## src/rtl/fp_pkg.sv

```systemverilog
// Shared single-precision constants, FSM state codes and the operand class record
// used by the divider and the add/multiply datapath.
package fp_pkg;

  localparam int          EXP_BIAS = 127;
  localparam int          EXP_MAX  = 255;
  localparam logic [31:0] QNAN     = 32'h7FC00000;
  localparam int          FRAC_W   = 23;
  localparam int          MANT_W   = 24;
  localparam int          QUOT_W   = 26;

  localparam logic [2:0] ST_IDLE   = 3'd0;
  localparam logic [2:0] ST_UNPACK = 3'd1;
  localparam logic [2:0] ST_DIVIDE = 3'd2;
  localparam logic [2:0] ST_ROUND  = 3'd3;
  localparam logic [2:0] ST_DONE   = 3'd4;

  typedef struct packed {
    logic is_zero;
    logic is_inf;
    logic is_nan;
  } fp_class_t;

endpackage

```

## src/rtl/fp_unpack.sv

```systemverilog
// Combinational field split and classifier for one packed single-precision operand.
// Denormals classify as zero; the hidden 1 is always prepended.
module fp_unpack
  import fp_pkg::*;
(
  input  logic [31:0]       x,
  output logic              sgn,
  output logic [7:0]        expo,
  output logic [MANT_W-1:0] mant,
  output fp_class_t         cls
);

  logic [FRAC_W-1:0] frac;

  assign sgn         = x[31];
  assign expo        = x[30:23];
  assign frac        = x[FRAC_W-1:0];
  assign mant        = {1'b1, frac};
  assign cls.is_zero = (expo == 8'h00);
  assign cls.is_inf  = (expo == 8'hFF) && (frac == '0);
  assign cls.is_nan  = (expo == 8'hFF) && (frac != '0);

endmodule

```

## src/rtl/fp_div.sv

```systemverilog
// Sequential single-precision divider: restoring division one quotient bit per clock,
// then round-to-nearest-even and repack. Normal latency 29 clocks, specials 2 clocks.
module fp_div
  import fp_pkg::*;
(
  input  logic        clk,
  input  logic        rst,
  input  logic        start,
  input  logic [31:0] a,
  input  logic [31:0] b,
  output logic        busy,
  output logic        done,
  output logic [31:0] result,
  output logic        invalid,
  output logic        div_by_zero,
  output logic        overflow,
  output logic        underflow
);

  localparam logic signed [9:0] E_BIAS = 10'(EXP_BIAS);
  localparam logic signed [9:0] E_MAX  = 10'(EXP_MAX);

  logic [2:0]              state_q, state_d;
  logic [31:0]             a_q, a_d, b_q, b_d;
  logic                    sign_q, sign_d;
  logic signed [9:0]       e_q, e_d;
  logic [MANT_W:0]         r_q, r_d;
  logic [MANT_W-1:0]       mb_q, mb_d;
  logic [QUOT_W-1:0]       q_q, q_d;
  logic [4:0]              cnt_q, cnt_d;
  logic [31:0]             result_q, result_d;
  logic                    invalid_q, invalid_d, dbz_q, dbz_d;
  logic                    ovf_q, ovf_d, unf_q, unf_d;

  logic              sa, sb;
  logic [7:0]        ea, eb;
  logic [MANT_W-1:0] ma, mbn;
  fp_class_t         ca, cb;

  fp_unpack u_unpack_a (.x(a_q), .sgn(sa), .expo(ea), .mant(ma),  .cls(ca));
  fp_unpack u_unpack_b (.x(b_q), .sgn(sb), .expo(eb), .mant(mbn), .cls(cb));

  logic              ge;
  logic [MANT_W:0]   diff;
  logic [MANT_W-1:0] pre_mant, rnd_mant;
  logic              guard, sticky;
  logic [MANT_W:0]   rnd_sum;
  logic signed [9:0] pre_e, rnd_e;

  always_comb begin
    ge   = (r_q >= {1'b0, mb_q});
    diff = ge ? (r_q - {1'b0, mb_q}) : r_q;
  end

  // Quotient lies in (0.5, 2): normalise by at most one position before rounding.
  always_comb begin
    if (q_q[QUOT_W-1]) begin
      pre_mant = q_q[QUOT_W-1:2];
      guard    = q_q[1];
      sticky   = q_q[0] | (r_q != '0);
      pre_e    = e_q;
    end else begin
      pre_mant = q_q[QUOT_W-2:1];
      guard    = q_q[0];
      sticky   = (r_q != '0);
      pre_e    = e_q - 10'sd1;
    end
    rnd_sum = {1'b0, pre_mant} + (MANT_W+1)'(guard & (sticky | pre_mant[0]));
    if (rnd_sum[MANT_W]) begin
      rnd_mant = 24'h800000;
      rnd_e    = pre_e + 10'sd1;
    end else begin
      rnd_mant = rnd_sum[MANT_W-1:0];
      rnd_e    = pre_e;
    end
  end

  always_comb begin
    state_d   = state_q;
    a_d       = a_q;
    b_d       = b_q;
    sign_d    = sign_q;
    e_d       = e_q;
    r_d       = r_q;
    mb_d      = mb_q;
    q_d       = q_q;
    cnt_d     = cnt_q;
    result_d  = result_q;
    invalid_d = invalid_q;
    dbz_d     = dbz_q;
    ovf_d     = ovf_q;
    unf_d     = unf_q;
    case (state_q)
      ST_IDLE: begin
        if (start) begin
          a_d       = a;
          b_d       = b;
          invalid_d = 1'b0;
          dbz_d     = 1'b0;
          ovf_d     = 1'b0;
          unf_d     = 1'b0;
          state_d   = ST_UNPACK;
        end
      end
      ST_UNPACK: begin
        sign_d  = sa ^ sb;
        e_d     = $signed({2'b00, ea}) - $signed({2'b00, eb}) + E_BIAS;
        r_d     = {1'b0, ma};
        mb_d    = mbn;
        q_d     = '0;
        cnt_d   = '0;
        state_d = ST_DONE;
        if (ca.is_nan || cb.is_nan || (ca.is_zero && cb.is_zero) || (ca.is_inf && cb.is_inf)) begin
          result_d  = QNAN;
          invalid_d = 1'b1;
        end else if (ca.is_inf) begin
          result_d = {sa ^ sb, 8'hFF, 23'd0};
        end else if (cb.is_zero) begin
          result_d = {sa ^ sb, 8'hFF, 23'd0};
          dbz_d    = 1'b1;
        end else if (ca.is_zero || cb.is_inf) begin
          result_d = {sa ^ sb, 31'd0};
        end else begin
          state_d = ST_DIVIDE;
        end
      end
      ST_DIVIDE: begin
        q_d   = {q_q[QUOT_W-2:0], ge};
        r_d   = diff << 1;
        cnt_d = cnt_q + 5'd1;
        if (cnt_q == 5'(QUOT_W - 1)) state_d = ST_ROUND;
      end
      ST_ROUND: begin
        state_d = ST_DONE;
        if (rnd_e >= E_MAX) begin
          result_d = {sign_q, 8'hFF, 23'd0};
          ovf_d    = 1'b1;
        end else if (rnd_e <= 10'sd0) begin
          result_d = {sign_q, 31'd0};
          unf_d    = 1'b1;
        end else begin
          result_d = {sign_q, rnd_e[7:0], rnd_mant[FRAC_W-1:0]};
        end
      end
      ST_DONE: state_d = ST_IDLE;
      default: state_d = ST_IDLE;
    endcase
  end

  always_ff @(posedge clk) begin
    if (rst) begin
      state_q   <= ST_IDLE;
      a_q       <= '0;
      b_q       <= '0;
      sign_q    <= 1'b0;
      e_q       <= '0;
      r_q       <= '0;
      mb_q      <= '0;
      q_q       <= '0;
      cnt_q     <= '0;
      result_q  <= '0;
      invalid_q <= 1'b0;
      dbz_q     <= 1'b0;
      ovf_q     <= 1'b0;
      unf_q     <= 1'b0;
    end else begin
      state_q   <= state_d;
      a_q       <= a_d;
      b_q       <= b_d;
      sign_q    <= sign_d;
      e_q       <= e_d;
      r_q       <= r_d;
      mb_q      <= mb_d;
      q_q       <= q_d;
      cnt_q     <= cnt_d;
      result_q  <= result_d;
      invalid_q <= invalid_d;
      dbz_q     <= dbz_d;
      ovf_q     <= ovf_d;
      unf_q     <= unf_d;
    end
  end

  assign busy        = (state_q != ST_IDLE);
  assign done        = (state_q == ST_DONE);
  assign result      = result_q;
  assign invalid     = invalid_q;
  assign div_by_zero = dbz_q;
  assign overflow    = ovf_q;
  assign underflow   = unf_q;

endmodule

```

## config.mk

```make
export PLATFORM = sky130hd
export DESIGN_NAME = fp_div
export DESIGN_NICKNAME = d
export VERILOG_FILES = /design/src/rtl/fp_pkg.sv /design/src/rtl/fp_unpack.sv /design/src/rtl/fp_div.sv
export SDC_FILE = /design/constraint.sdc
export NUM_CORES = 1
export LEC_CHECK = 0
export CAP_MARGIN = 20
export CELL_PAD_IN_SITES_DETAIL_PLACEMENT = 0
export CELL_PAD_IN_SITES_GLOBAL_PLACEMENT = 1
export CORE_MARGIN = 1.5
export CORE_UTILIZATION = 39
export DETAILED_ROUTE_END_ITERATION = 8
export GPL_TIMING_DRIVEN = 0
export PLACE_DENSITY = 0.75
export SLEW_MARGIN = 20
export SYNTH_ARGS = -nofsm -noshare
export SYNTH_HDL_FRONTEND = slang
export SYNTH_SLANG_ARGS = --single-unit
```

## constraint.sdc

```tcl
create_clock -name clk -period 4.8 [get_ports clk]
set_input_delay 0.48 -clock clk [delete_from_list [all_inputs] [get_ports clk]]
set_output_delay 0.48 -clock clk [all_outputs]
set_load 0.005 [all_outputs]
```

==> results of run 1 <==
==> critical path, delay by kind of cell, from the launching register on <==
kind / cells / cell delay, ns
adders and majority gates: 1 / 0.21
and+or+nand+nor: 7 / 1.60
DFF: 1 / 0.56
AOI/OAI and AO/OA: 3 / 0.73
buffers and inverters: 4 / 1.16
==> per-stage QoR <==
stage	TNS, ns	area, um2
after global routing	0	13100
after floorplan	0	10950
after global placement	-38.02	12460
after detailed placement	-39.24	12460
after CTS	0	13100
final	0	13100
==> worst max path at each step <==
stage | start | end | slack (ns)
6_report | q_q[25] | result[22] | 0.37
5_1_grt | q_q[25] | result[22] | 0.11
4_1_cts | q_q[25] | result[22] | 0.42
3_5_place_dp | q_q[25] | result[22] | -1.30
3_3_place_gp | q_q[25] | result[22] | -1.28
2_1_floorplan | q_q[25] | result[1] | 0.25
==> area by class of cell <==
type | count | area [um2]
clock inverters | 15 | 209.0
well taps | 378 | 473.0
repair buffers | 106 | 1054
multi-input cells | 1062 | 6454
clock buffers | 17 | 425.4
flip-flops and latches | 194 | 3884
fillers | 2831 | 14600
inverters | 62 | 232.7
plain buffers | 89 | 370.4
==> cells in the final DEF, fill, tap and decap left out, drive strengths merged, types with 9 or more instances in the layout <==
cell type        n
inv             69
a211oi          19
a21oi          156
nor4            30
nand3           30
clkdlybuf4s50  103
buf             16
ha              38
a2111oi         15
nand2          270
clkbuf          93
xor2            19
or3             12
nor3            22
nand2b          11
dfxtp          194
o31ai           16
nor2           111
o21ai           38
a22oi           26
mux2i           36
a31oi            9
nand4           21
a21o            12
xnor2           40
==> sequential cells by signal, indices dropped and copies added (netlist names) <==
register	flops
div_by_zero	1
r_q	25
overflow	1
sign_q	1
a_q	32
mb_q	24
e_q	10
q_q	26
b_q	32
result	32
state_q	3
invalid	1
underflow	1
cnt_q	5
==> kinds of logic after synthesis <==
group                      count (synthesis)  synth area share [%]
buffers and inverters                    154                 5.609
AOI/OAI and AO/OA                        365                 21.80
and+or+nand+nor                          554                 23.32
muxes                                     42                 3.907
DFF                                      194                 35.46
adders and majority gates                 40                 4.707
xor gates and xnor gates                  61                 5.198
==> power groups by stage <==
stage / Clock, mW / Sequential (mW) / Combinational [mW]
final: 1.54 / 1.81 / 1.74
after global routing: 1.63 / 1.82 / 1.92
after CTS: 1.57 / 1.81 / 1.73
after detailed placement: 0 / 1.85 / 1.72
after global placement: 0 / 1.84 / 1.73
after floorplan: 0 / 1.81 / 1.27
==> timing repair <==
item                       CTS  global route
setup endpoints to repair   33             0
resized for setup            1             0
setup buffers                3             0
==> metal layers <==
metal / vias to the layer above / part of all wire, %
met3: 42 / 4.6
met5: - / 0.033
met1: 4857 / 49
met2: 242 / 44
met4: 2 / 2.1
li1: 5241 / -
==> metrics.md, run 1 <==
| Metric | Value |
|---|---|
| Nature of the critical path startpoint | `flop` |
| DRC | `0` |
| Final instance count without filler cells | `1923` |
| Clk Latency, worst-skew pair | `0.44 ns` |
| Final wirelength | `33640 um` |
| Final Util | `47.29%` |
| # diodes | `0` |
| Worst EP arrival | `4.71 ns` |
| Num ports | `105` |
| Most used routing layer | `met2` |
| CTS Root Cell | `clkbuf_16` |
| Global route overflow | `0` |
| Starting DRT DRC Count | `699` |
| Psw | `1.851 mW` |
| Status | `complete, no violations` |
| Tot GR Track Use | `23.29%` |
| Worst-path clk slew | `0.08 ns` |
| Post-DP HPWL | `25860 um` |
| Yosys top cell area share | `35.46%` |
| Vias in the first global route | `9498` |
| Htree depth | `4` |
| Synthesis-stage register bit count | `194` |
| Worst Skew | `0.01914 ns` |
| First-pass DRT Iterations | `6` |
| Syn_area_per_cell | `7.767 um2` |
| Global-route wire length before repair | `52640 um` |
| Number of nets in the layout | `1639` |
| Mean number of vias per cell | `5.400` |
| Worst Hold Launch | `result[11]` |
| Mapped Nets | `1517` |
| Overall power | `5.087 mW` |
| Hold Path End | `result[11]` |
| Synth area leader | `dfxtp_1` |
| Critical Path End Type | `flop` |
| Post-Syn Area | `0.01095 mm2` |
| Clock network power share | `30.3%` |
| Maxcap violations | `0` |
| Critical Path RT | `5.07 ns` |
| Register area share after synthesis | `35.46%` |
| Cells after Synth | `1410` |
| LEAKAGE | `4.668 nW` |
| Worst-Margin Slew | `0.8835 ns` |
| CP cell instances | `buf_6 -> clkbuf_2 -> nand2_1 -> a21boi_0 -> ha_1 -> nand2_1 -> nor4b_4 -> buf_4 -> nand4_2 -> nor4_2 -> nor2_1 -> or4_4 -> o2111ai_2 -> buf_6 -> o32ai_1` |
| Worst hold margin | `0.4546 ns` |
| Clock Sinks | `194` |
| Fin. max-slew vios | `0` |
| Comb pwr share | `34.2%` |
| Full die area | `0.02910 mm2` |
| Final min period | `4.434 ns` |
| Final hold viol count | `0` |
| Via Count | `10380` |
| Worst Hold Path Cells | `2` |
| Worst R2R Setup Slack | `0.37 ns` |
| CP peak stage delay | `0.56 ns` |
| Routed wire per std cell | `17.49 um` |
| RSZ-0062 raised after global routing | `false` |
| HP Class | `flop to flop` |
| Pwr Density | `388.3 mW/mm2` |
| CP max FO | `37` |
| Fmax | `225.5 MHz` |
| Initial Utilization | `39.53%` |
| R2r endpoint | `result[22]` |
| Final antenna-violating net count | `0` |
| Crit-path slowest cell | `dfxtp_1` |
| Cells after DPL | `1891` |
| Met3 Use GR | `3.331%` |
| R2r startpoint | `q_q[25]` |
| Crit Path Category | `flop to flop` |
| Maximum vdd ir drop | `0.2251 mV` |
| Cell row count | `61` |
| IO buf count | `103` |
| Layout area overhead | `19.63%` |
| Max_slew headroom | `40.33%` |
| Met1 Use GR | `32.98%` |
| Async S/R FF share, synth | `0%` |
| TritonCTS clock tree | `built` |
| Final WS setup | `0.3657 ns` |
| Switching Fraction | `36.39%` |
| Pint | `3.236 mW` |
| Synth cell count leaders | `nand2_1, dfxtp_1, a21oi_1` |
| RePlAce Congestion | `0.8824` |
| Hold Buf Count CTS | `0` |
| Final Setup Violations | `0` |
| Most frequent cell after synthesis | `nand2_1` |
| Final worst path period share | `92.38%` |
| Most used DFF post-synth | `dfxtp_1` |
| Initial antenna violation count | `1` |
| Die height | `170.6 um` |
| Met2 GRT Util | `36.70%` |
| Library cells used by synthesis | `82` |
| Register-to-Register Path Depth | `15` |
| Clock Path Buffers | `2` |
| Core Region | `0.02771 mm2` |
| Seq pwr share | `35.6%` |
| CTS Buf Count | `17` |
| Die width | `170.6 um` |
| Fraction of layout instances using a drive strength above 1 | `5.307%` |
| Setup WS pre-CTS | `-1.304 ns` |
| EDFF count, synth | `0` |
| Top cells by area, synth | `dfxtp_1, nand2_1, a21oi_1` |
| Synth warn | `0` |
| Largest net degree at the start of global routing | `38` |
Note: power is estimated with default switching activity, not from simulation.
==> inputs of run 2 (changes only) <==
Settings changed: GPL_TIMING_DRIVEN 0 to 1.
==> run 2 against run 1 <==
  * Hold slack got worse by 0.0050 ns
  * Clock skew decreased by 0.0064 ns
  * First-iteration DRC count decreased by 6.0%
  * Maximum frequency increased by 9.2%
  * Critical endpoint is now result[23]
==> metrics.md, run 2 (synthesis results as in run 1) <==
| Metric | Value |
|---|---|
| Full die area | `0.02910 mm2` |
| Worst-path clk slew | `0.07 ns` |
| Mean number of vias per cell | `5.353` |
| Worst-Margin Slew | `1.056 ns` |
| PostCTS Resize Cnt | `0` |
| Psw | `1.735 mW` |
| Crit Path Category | `flop to flop` |
| Cell area after placement | `0.01221 mm2` |
| Final WS setup | `0.7374 ns` |
| Tot GR Track Use | `20.50%` |
| Global-route wire length before repair | `47720 um` |
| Maxcap violations | `0` |
| HP Class | `flop to flop` |
| Number of nets in the layout | `1563` |
| TritonCTS clock tree | `built` |
| Critical Path End Type | `flop` |
| Clock Path Buffers | `2` |
| IO buf count | `104` |
| Routed met2 length | `12760 um` |
| Overall power | `4.905 mW` |
| Via Count | `9887` |
| Critical Path RT | `5.09 ns` |
| Most common cell after layout, fill and taps aside | `nand2_1` |
| Nature of the critical path startpoint | `flop` |
| Final antenna-violating net count | `0` |
| Setup TNS Final | `0 ns` |
| Largest net degree at the start of global routing | `100` |
| RePlAce Congestion | `0.8661` |
| Final instance count without filler cells | `1847` |
| Fraction of layout instances using a drive strength above 1 | `6.195%` |
| Post-DP HPWL | `21220 um` |
| Comb pwr share | `33.6%` |
| WL met3 | `1113 um` |
| Starting DRT DRC Count | `657` |
| Fill count | `2849` |
| Final Util | `46.20%` |
| Worst Skew | `0.01277 ns` |
| Clk Latency, worst-skew pair | `0.44 ns` |
| Initial antenna violation count | `0` |
| Die height | `170.6 um` |
| Pint | `3.170 mW` |
| Core Region | `0.02771 mm2` |
| RSZ-0062 raised after global routing | `false` |
| Worst hold margin | `0.4496 ns` |
| Final instance area | `0.01280 mm2` |
| Final worst path period share | `84.64%` |
| Hold Buf Count CTS | `0` |
| First-pass DRT Iterations | `5` |
| LEAKAGE | `4.572 nW` |
| CP max FO | `33` |
| # diodes | `0` |
| Global route overflow | `0` |
| Final hold viol count | `0` |
| Status | `complete, no violations` |
| Htree depth | `4` |
| Final wirelength | `29570 um` |
| DRC | `0` |
| Routed wire per std cell | `16.01 um` |
| CTS Buf Count | `17` |
| M1 WL | `15340 um` |
| Num ports | `105` |
| Setup repair bufs after CTS | `0` |
| Die width | `170.6 um` |
| Max_slew headroom | `29.60%` |
| Cells after DPL | `1815` |
| Final Setup Violations | `0` |
| Most frequent cells in the layout | `nand2_1, dfxtp_1, a21oi_1, nor2_1, clkdlybuf4s50_1` |
| Cell row count | `61` |
| Pwr Density | `383.2 mW/mm2` |
| Max Used Layer | `met4` |
| Layout area overhead | `16.86%` |
| Worst EP arrival | `4.35 ns` |
| Setup WS pre-CTS | `0.8282 ns` |
| CTS Root Cell | `clkbuf_16` |
| Fmax | `246.2 MHz` |
| Clock Sinks | `194` |
| Switching Fraction | `35.37%` |
| Fin. max-slew vios | `0` |
| Vias in the first global route | `8985` |
| Seq pwr share | `37.2%` |
| Clock network power share | `29.2%` |
| Final min period | `4.063 ns` |
| Initial Utilization | `39.53%` |
| Maximum vdd ir drop | `0.2382 mV` |
==> run 2: cell types whose count changed in the layout (fill, tap and decap cells not counted), moves of 2 or more <==
| cell | delta |
|---|---|
| clkbuf_1 | -74 |
| buf_4 | +13 |
| buf_1 | -5 |
| buf_2 | -4 |
| buf_6 | -4 |
| clkinv_4 | +2 |
| clkinv_8 | -2 |
| nor2_1 | -2 |
==> run 2: path summary, 6_finish.rpt <==
| check | end | cells after the start | slack [ns] | start |
|---|---|---|---|---|
| worst max-delay path | result[23] | 9 | 0.74 | q_q[25] |
| worst min-delay path | result[9] | 2 | 0.45 | result[9] |
| worst max register to register | result[23] | 9 | 0.74 | q_q[25] |
| worst min register to register | result[9] | 2 | 0.45 | result[9] |
==> run 2: power groups by stage <==
stage,Combinational [mW],Clock [mW],Sequential (mW)
2_1_floorplan,1.27,0,1.81
3_3_place_gp,1.64,0,1.86
3_5_place_dp,1.64,0,1.86
4_1_cts,1.65,1.47,1.82
5_1_grt,1.84,1.53,1.84
6_report,1.65,1.43,1.82
==> run 2: layout make-up <==
type	count	area, um2	share of cell area [%]
inverters	62	232.7	1.818
repair buffers	119	1151	8.994
clock buffers	19	442.9	3.461
multi-input cells	1062	6470	50.55
clock inverters	13	143.9	1.124
well taps	378	473.0	3.695
flip-flops and latches	194	3885	30.35
==> run 2: metal layers <==
layer / up-vias / global-route usage (%)
li1: 5077 / -
met2: 194 / 30.79
met1: 4592 / 30.57
met4: 0 / 5.002
met5: - / 0
met3: 24 / 2.915
==> run 2: worst max-delay path: stages (launching register included) <==
cell,delay (ns)
dfxtp_2,0.75
buf_4,0.42
mux2i_1,0.17
nor4b_2,0.59
o2111ai_1,0.36
nor4_1,0.39
xnor2_1,0.21
a41o_1,0.27
a221oi_2,0.58
a211oi_1,0.15
==> inputs of run 3 (changes only) <==
Settings changed: CORE_UTILIZATION 39 to 43, PLACE_DENSITY 0.75 to 0.79.
Clock period 4.8 ns to 3.92 ns, I/O delays scaled along.
==> run 3 against run 2 <==
  * Via count grew 1.7%
  * Global-route usage grew 2.2 points
  * First-iteration DRC count shrank 2.6%
  * Critical path depth grew 2
  * Sequential share of layout area shrank 0.31 points
  * Flip-flop and latch count is the same
  * Worst setup slack lost 0.42 ns
  * Sequential power grew 23%
  * Non-clock buffer count grew 15
  * Largest power group unchanged
  * Highest routed layer unchanged
==> metrics.md, run 3 (synthesis results as in run 1) <==
| Metric | Value |
|---|---|
| Status | `complete, no violations` |
| Post-DP HPWL | `21130 um` |
| IO buf count | `104` |
| Initial Utilization | `43.62%` |
| Most frequent CP cell | `nor4_1` |
| CP peak stage delay | `0.65 ns` |
| Crit Path Category | `flop to flop` |
| Num ports | `105` |
| Fmax | `277.5 MHz` |
| Vias in the first global route | `9258` |
| Crit-path slowest cell | `or4b_1` |
| Max_slew headroom | `32.73%` |
| Worst Skew | `0.01492 ns` |
| RePlAce Congestion | `0.8673` |
| Maximum vdd ir drop | `0.3279 mV` |
| DRC | `0` |
| CTS Root Cell | `clkbuf_16` |
| Final antenna-violating net count | `0` |
| Layout area overhead | `18.09%` |
| Core Region | `0.02511 mm2` |
| Initial antenna violation count | `0` |
| Final hold viol count | `0` |
| Clk Latency, worst-skew pair | `0.45 ns` |
| Final Util | `51.50%` |
| Area occupied by multi-input gates | `0.006499 mm2` |
| Tot GR Track Use | `22.71%` |
| # diodes | `0` |
| CP max FO | `23` |
| Die height | `162.6 um` |
| Clock Sinks | `194` |
| Worst hold margin | `0.4534 ns` |
| Final wirelength | `29430 um` |
| WP depth | `11` |
| Most common cell after layout, fill and taps aside | `nand2_1` |
| Global-route wire length before repair | `48350 um` |
| Htree depth | `4` |
| Nature of the critical path startpoint | `flop` |
| Pwr Density | `471.7 mW/mm2` |
| Largest net degree at the start of global routing | `81` |
| Mean number of vias per cell | `5.544` |
| Routed wire per std cell | `16.22 um` |
| Worst EP arrival | `3.95 ns` |
| Final WS setup | `0.3164 ns` |
| Cell row count | `58` |
| RSZ-0062 raised after global routing | `false` |
| Crit-path leading delay family | `simple AND/OR/NAND/NOR gates` |
| Starting DRT DRC Count | `640` |
| Global route overflow | `0` |
| Fin. max-slew vios | `0` |
| Setup WS pre-CTS | `0.3155 ns` |
| TritonCTS clock tree | `built` |
| Clock Path Buffers | `2` |
| HP Class | `flop to flop` |
| Final min period | `3.604 ns` |
| CP cell instances | `inv_1 -> ha_1 -> or4b_1 -> nor4_1 -> o211ai_1 -> nor4_1 -> xnor2_1 -> nor2_1 -> o2111ai_4 -> buf_12 -> o31ai_1` |
| Worst Hold Launch | `result[18]` |
| Fraction of layout instances using a drive strength above 1 | `7.278%` |
| Critical Path End Type | `flop` |
| CP startpoint | `e_q[1]` |
| Register-to-Register Path Depth | `11` |
| Final Setup Violations | `0` |
| R2r startpoint | `e_q[1]` |
| First-pass DRT Iterations | `5` |
| Die width | `162.6 um` |
| LEAKAGE | `4.671 nW` |
| Worst-Margin Slew | `1.006 ns` |
| Worst-path clk slew | `0.08 ns` |
| Full die area | `0.02644 mm2` |
| Worst Hold Path Cells | `2` |
| CP bufs+invs | `2` |
| Hold Buf Count CTS | `0` |
| Most frequent cells in the layout | `nand2_1, dfxtp_1, a21oi_1, nor2_1, clkdlybuf4s50_1` |
| Maxcap violations | `0` |
| CTS Buf Count | `17` |
| Final worst path period share | `91.93%` |
| Setup TNS Final | `0 ns` |
| Via Count | `10060` |
| Final instance count without filler cells | `1814` |
| Fill count | `2522` |
| Register area | `0.003885 mm2` |
| Critical Path RT | `4.27 ns` |
| Cells after DPL | `1779` |
| Number of nets in the layout | `1578` |
-- run 3: worst min-delay path, cell delays in order, from the launching register on --
cell     delay, ns
dfxtp_1       0.33
nand2_1       0.05
o31ai_1       0.05
-- run 3: what timing repair did --
action / CTS / global route
buffers inserted: 0 / 3
setup endpoints to repair: 0 / 4
gates resized for setup: 0 / 1
-- run 3: power by group --
| group | switching, mW | total (mW) | internal [mW] | leakage, nW |
|---|---|---|---|---|
| clock network | 0.933 | 1.82 | 0.883 | 0.299 |
| registers | 0.136 | 2.23 | 2.09 | 1.58 |
| logic | 1.16 | 2.06 | 0.898 | 2.79 |
-- run 3: final timing paths --
check	slack, ns	to
hold reg to reg	0.45	result[18]
setup / recovery	0.32	result[0]
setup reg to reg	0.32	result[0]
hold / removal	0.45	result[18]
-- run 3: layout make-up --
cell class	count	area share (%)
clock buffers	17	3.289
clock inverters	15	1.558
inverters	62	1.800
multi-input cells	1062	50.25
flip-flops and latches	194	30.04
well taps	330	3.193
repair buffers	134	9.868
-- run 3: per-stage QoR --
stage	power [mW]	cell area, um2
4_1_cts	6.138	12900
5_1_grt	6.497	12930
2_1_floorplan	3.781	10980
3_3_place_gp	4.314	12270
6_report	6.100	12930
3_5_place_dp	4.308	12270
-- run 3: layer usage --
metal / vias up / GRT usage, % / share of wire, %
li1: 5133 / - / -
met1: 4703 / 33.32 / 51
met2: 196 / 34.58 / 44
met3: 25 / 3.310 / 3.8
met4: 0 / 6.130 / 1.4
met5: - / 0 / 0
